==> src/rtl/sm3_pkg.sv <==
// Shared SM3 message-path definitions: word geometry, packer state, mask helper.
// Word width follows SM3_INPT_DW_64 from the sm3_cfg.v macro set.
package sm3_pkg;

`ifdef SM3_INPT_DW_64
    localparam int INPT_DW = 64;
`else
    localparam int INPT_DW = 32;
`endif
    localparam int WORD_BYTES = INPT_DW / 8;
    localparam int ACC_W = $clog2(WORD_BYTES);

    typedef enum logic {
        ST_EMPTY = 1'b0,
        ST_FILL  = 1'b1
    } pk_state_t;

    // Ones in the top (cnt+1) lanes, first byte in the MSB lane.
    function automatic logic [WORD_BYTES-1:0] vld_mask(
        input logic [ACC_W-1:0] cnt
    );
        logic [WORD_BYTES-1:0] m;
        m = '0;
        for (int i = 0; i < WORD_BYTES; i++) begin
            if (i <= int'(cnt)) m[WORD_BYTES-1-i] = 1'b1;
        end
        return m;
    endfunction

endpackage

==> src/rtl/sm3_byte_packer.sv <==
// Packs a byte stream into left-aligned SM3 input words with a
// valid-byte mask, last flag, running byte count and done pulse.
module sm3_byte_packer
    import sm3_pkg::*;
(
    input  logic                  clk,
    input  logic                  rst_n,
    input  logic [7:0]            byte_in_d,
    input  logic                  byte_in_vld,
    input  logic                  byte_in_lst,
    output logic                  byte_in_rdy,
    output logic [INPT_DW-1:0]    msg_inpt_d,
    output logic [WORD_BYTES-1:0] msg_inpt_vld_byte,
    output logic                  msg_inpt_vld,
    output logic                  msg_inpt_lst,
    input  logic                  msg_inpt_rdy,
    output logic [60:0]           msg_byte_cnt,
    output logic                  msg_done
);

    pk_state_t             r_state;
    logic [ACC_W-1:0]      r_acc_cnt;
    logic [INPT_DW-1:0]    r_acc;
    logic [INPT_DW-1:0]    r_d;
    logic [WORD_BYTES-1:0] r_mask;
    logic                  r_vld;
    logic                  r_lst;
    logic [60:0]           r_byte_cnt;

    logic                  w_byte_acc;
    logic                  w_word_xfer;
    logic                  w_complete;
    logic                  w_last_lane;
    logic [ACC_W+2:0]      w_shift;
    logic [INPT_DW-1:0]    w_lane;
    logic [INPT_DW-1:0]    w_base;
    logic [INPT_DW-1:0]    w_merged;

    // Ready depends combinationally on the downstream ready.
    assign byte_in_rdy = !r_vld || msg_inpt_rdy;
    assign w_byte_acc  = byte_in_vld && byte_in_rdy;
    assign w_word_xfer = r_vld && msg_inpt_rdy;
    assign w_last_lane = (r_acc_cnt == ACC_W'(WORD_BYTES - 1));
    assign w_complete  = w_byte_acc && (w_last_lane || byte_in_lst);

    assign w_shift  = {r_acc_cnt, 3'b000};
    assign w_lane   = {byte_in_d, {(INPT_DW-8){1'b0}}} >> w_shift;
    assign w_base   = (r_state == ST_FILL) ? r_acc : '0;
    assign w_merged = w_base | w_lane;

    always_ff @(posedge clk or negedge rst_n) begin
        if (!rst_n) begin
            r_state   <= ST_EMPTY;
            r_acc_cnt <= '0;
            r_acc     <= '0;
        end else if (w_byte_acc) begin
            if (w_complete) begin
                r_state   <= ST_EMPTY;
                r_acc_cnt <= '0;
                r_acc     <= '0;
            end else begin
                r_state   <= ST_FILL;
                r_acc_cnt <= r_acc_cnt + ACC_W'(1);
                r_acc     <= w_merged;
            end
        end
    end

    // A completing byte may reload the register in the same cycle it drains.
    always_ff @(posedge clk or negedge rst_n) begin
        if (!rst_n) begin
            r_d    <= '0;
            r_mask <= '0;
            r_vld  <= 1'b0;
            r_lst  <= 1'b0;
        end else if (w_complete) begin
            r_d    <= w_merged;
            r_mask <= vld_mask(r_acc_cnt);
            r_vld  <= 1'b1;
            r_lst  <= byte_in_lst;
        end else if (w_word_xfer) begin
            r_vld  <= 1'b0;
        end
    end

    always_ff @(posedge clk or negedge rst_n) begin
        if (!rst_n) begin
            r_byte_cnt <= '0;
        end else if (msg_done) begin
            r_byte_cnt <= w_byte_acc ? 61'd1 : 61'd0;
        end else if (w_byte_acc) begin
            r_byte_cnt <= r_byte_cnt + 61'd1;
        end
    end

    assign msg_inpt_d        = r_d;
    assign msg_inpt_vld_byte = r_mask;
    assign msg_inpt_vld      = r_vld;
    assign msg_inpt_lst      = r_lst;
    assign msg_byte_cnt      = r_byte_cnt;
    assign msg_done          = w_word_xfer && r_lst;

endmodule

==> config.mk <==
export PLATFORM = sky130hd
export DESIGN_NAME = sm3_byte_packer
export DESIGN_NICKNAME = d
export VERILOG_FILES = /design/src/rtl/sm3_pkg.sv /design/src/rtl/sm3_byte_packer.sv
export SDC_FILE = /design/constraint.sdc
export NUM_CORES = 1
export LEC_CHECK = 0
export CORE_ASPECT_RATIO = 1.25
export CORE_MARGIN = 2
export CORE_UTILIZATION = 57
export DETAILED_ROUTE_END_ITERATION = 12
export PLACE_DENSITY = 0.95
export SETUP_SLACK_MARGIN = 0.15
export SLEW_MARGIN = 40
export SYNTH_ARGS = -nofsm -noshare
export SYNTH_HDL_FRONTEND = slang
export SYNTH_SLANG_ARGS = --single-unit
==> constraint.sdc <==
create_clock -name clk -period 5.22 [get_ports clk]
set_input_delay 1.044 -clock clk [delete_from_list [all_inputs] [get_ports clk]]
set_output_delay 1.044 -clock clk [all_outputs]
set_load 0.02 [all_outputs]
==> impl_metrics.toml <==
[power]
seqPwrFrac_pct = 39.7
ir_drop_mv = 0.293
p_per_area_nw_per_um2 = 385
internal_power_mw = 2.27
swShare_pct = 27.1
power_frac_clock_pct = 44.1
p_comb_share_pct = 16.2
p_leak_nw = 3.27
p_sw_mw = 0.843
fin_total_pwr_mw = 3.11

[layout]
multi_input_area_um2 = 2690
syn2layout_area_growth_pct = 30.7
final_area_um2 = 8090
nFillCells = 660
diodes = 0
fin_nets = 744
layout.cells.non_filler = 872
final-seq-area_um2 = 3350
drive_above_1_share_pct = 6.76

[floorplan]
die_w_um = 97.2
coreArea_um2 = 10600
die-area_um2 = 11700
dieHeight_um = 120
pin_count = 114
start_util_pct = 58.6
rows = 42

[cts]
clkLatencyLatePin_ns = 0.42
post-cts-setup-buffer-count = 0
cts-htree-levels = 4
cts_resized = 0
clockRootBuffer = "clkbuf_16"
cts_tree = "done"
clockBufferDepth = 2
cts_num_sinks = 134
cts.clk_slew.worst_paths_ns = 0.06
cts_made_buffers = 17
holdBufCountCts = 0

[routing]
drcViolationCount = 0
vias = 5657
drt-initial-drc-count = 419
routed_wl_mm = 17.2
wl_per_cell_um = 19.7
dr.pass1.iters = 5
ant_nets = 0
vias_per_cell = 6.49

[yosys]
postSynthCellCount = 629
syn_area_um2 = 6190
postSynthAreaPerCell_um2 = 9.83
synth.net_count = 646
ys_seq_area_share_pct = 54.2
synth-seq-cells = 134
ys_types = 35
yosysWarnings = 0

[timing]
fin_tns_setup_ns = 0
rsz0062_at_grt = "false"
setup_slack_ns = 1.68
slew_violations = 0
worst_pin_slew_ns = 0.757
finalHoldViolCount = 0
fin_worst_skew_ns = 0.00863
relSlewSlack_pct = 49.5
fin_crit_sh_pct = 67.9
fmax_mhz = 282
setup_viol = 0
min_period_ns = 3.54

[worst_hold_path]
min_from = "msg_inpt_vld_byte[3]"
min_path_type = "flip-flop to flip-flop"

[global_route]
grt_max_degree = 62
grtUsageTotal_pct = 30.2
antenna_found_initial = 0
overflow = 0
grt_first_pass_wirelength_mm = 28.1
grt_pass1_vias = 5659

[place]
preCtsSetupSlack_ns = 1.68
numPortBuffers = 113
placedInstanceArea_um2 = 7380
dp.cells = 840
gp_congestion = 1.02
hpwlAfterDp_mm = 11.6

[outcome]
status = "finished clean"

[setup_path]
cp.arrival_ns = 2.50
startpoint = "msg_inpt_rdy"
worst_setup_path_start_kind = "input pin"
crit_required_ns = 4.18
r2r_start = "msg_byte_cnt[2]"
end_kind = "output pin"
path_max_fanout = 5
criticalPathCategory = "input pin to output pin"

[job]
drv_cap = 0
-- stage by stage --
stage	utilization, %	hold slack [ns]
final	76.6	0.473
after global routing	76.6	0.488
after CTS	76.4	0.479
after detailed placement	69.9	0.458
after global placement	69.9	0.463
after floorplan	-	0.467
-- state kept, by name, summed over array words and instances, names as in the netlist --
signal and count:
msg_byte_cnt 61, msg_inpt_lst 1, r_state 1, r_acc_cnt 2
msg_inpt_vld_byte 4, r_acc 32, msg_inpt_vld 1, msg_inpt_d 32
-- layout make-up --
class / count / share of cell area (%)
Clock buffer: 21 / 5.69
Clock inverter: 11 / 2.74
Inverter: 8 / 0.371
Multi-Input combinational cell: 448 / 33.3
Sequential cell: 134 / 41.5
Tap cell: 132 / 2.04
Timing Repair Buffer: 118 / 14.4
-- final timing paths --
kind	cells past startpoint	endpoint	slack (ns)
worst min register to register	1	msg_inpt_vld_byte[3]	0.47
max in group asynchronous	2	r_state	3.43
worst max register to register	5	msg_byte_cnt[48]	2.78
worst max-delay path	4	byte_in_rdy	1.68
min in group asynchronous	1	msg_byte_cnt[27]	0.69
worst min-delay path	1	msg_inpt_vld_byte[3]	0.47
-- logic make-up (layout without fill, tap and decap cells) --
family                   Yosys count  in the layout  synth area share (%)
AND/OR/NAND/NOR                  250            250                  20.6
AO/OA/AOI/OAI                    165            165                  17.4
flip-flops                       134            134                  54.2
buffers and inverters             47            158                  2.87
XOR/XNOR                          29             29                  4.11
adder cells (fa/ha/maj)            4              4                 0.809
-- power by group through the flow --
stage | clock network [mW] | registers, mW | logic, mW
after floorplan | 0 | 1.30 | 0.187
after global placement | 0 | 1.24 | 0.483
after detailed placement | 0 | 1.25 | 0.500
after CTS | 1.38 | 1.23 | 0.505
after global routing | 1.43 | 1.25 | 0.543
final | 1.37 | 1.24 | 0.503
-- cells in the mapped netlist (all sizes together) --
cell | count | area [µm²]
a21o | 1 | 7.51
a21oi | 32 | 160
a22o | 32 | 280
a22oi | 32 | 240
and2 | 2 | 12.5
and3 | 11 | 68.8
and4 | 6 | 52.6
buf | 9 | 35.0
clkbuf | 30 | 113
dfrtp | 134 | 3350
ha | 4 | 50.1
inv | 8 | 30.0
nand2 | 79 | 297
nand2b | 1 | 6.26
nand3 | 22 | 115
nand4 | 17 | 106
nand4b | 1 | 8.76
nand4bb | 1 | 11.3
nor2 | 40 | 150
nor2b | 2 | 12.5
nor3 | 18 | 95.1
nor4 | 10 | 62.6
nor4b | 2 | 17.5
o21ai | 50 | 250
o31ai | 16 | 120
o41ai | 2 | 17.5
or2 | 4 | 25.0
or3 | 17 | 106
or4 | 17 | 128
xnor2 | 22 | 193
xor2 | 7 | 61.3
-- critical path, cell delays in order --
cell             delay [ns]
clkdlybuf4s50_1        0.42
nor2b_1                0.31
inv_1                  0.16
clkdlybuf4s50_1        0.57
-- per-layer routing --
metal | vias to the layer above | routed length, µm | global-route usage [%]
li1 | 2504 | - | -
met2 | 344 | 8940 | 52.2
met3 | 42 | 1410 | 6.99
met5 | - | 0 | 0
met1 | 2767 | 6350 | 36.8
met4 | 0 | 461 | 11.9
-- cells in the final DEF, fill, tap and decap left out, drive strengths merged, types with 17 or more instances in the layout --
| cell | netlist | final |
|---|---|---|
| dfrtp | 134 | 134 |
| clkdlybuf4s50 | 0 | 112 |
| nand2 | 79 | 79 |
| o21ai | 50 | 50 |
| nor2 | 40 | 40 |
| a21oi | 32 | 32 |
| a22o | 32 | 32 |
| a22oi | 32 | 32 |
| xnor2 | 22 | 22 |
| nand3 | 22 | 22 |
| clkbuf | 30 | 21 |
| nor3 | 18 | 18 |
| or4 | 17 | 17 |
| nand4 | 17 | 17 |
| or3 | 17 | 17 |
No activity file was read; power rests on OpenSTA's default activity.
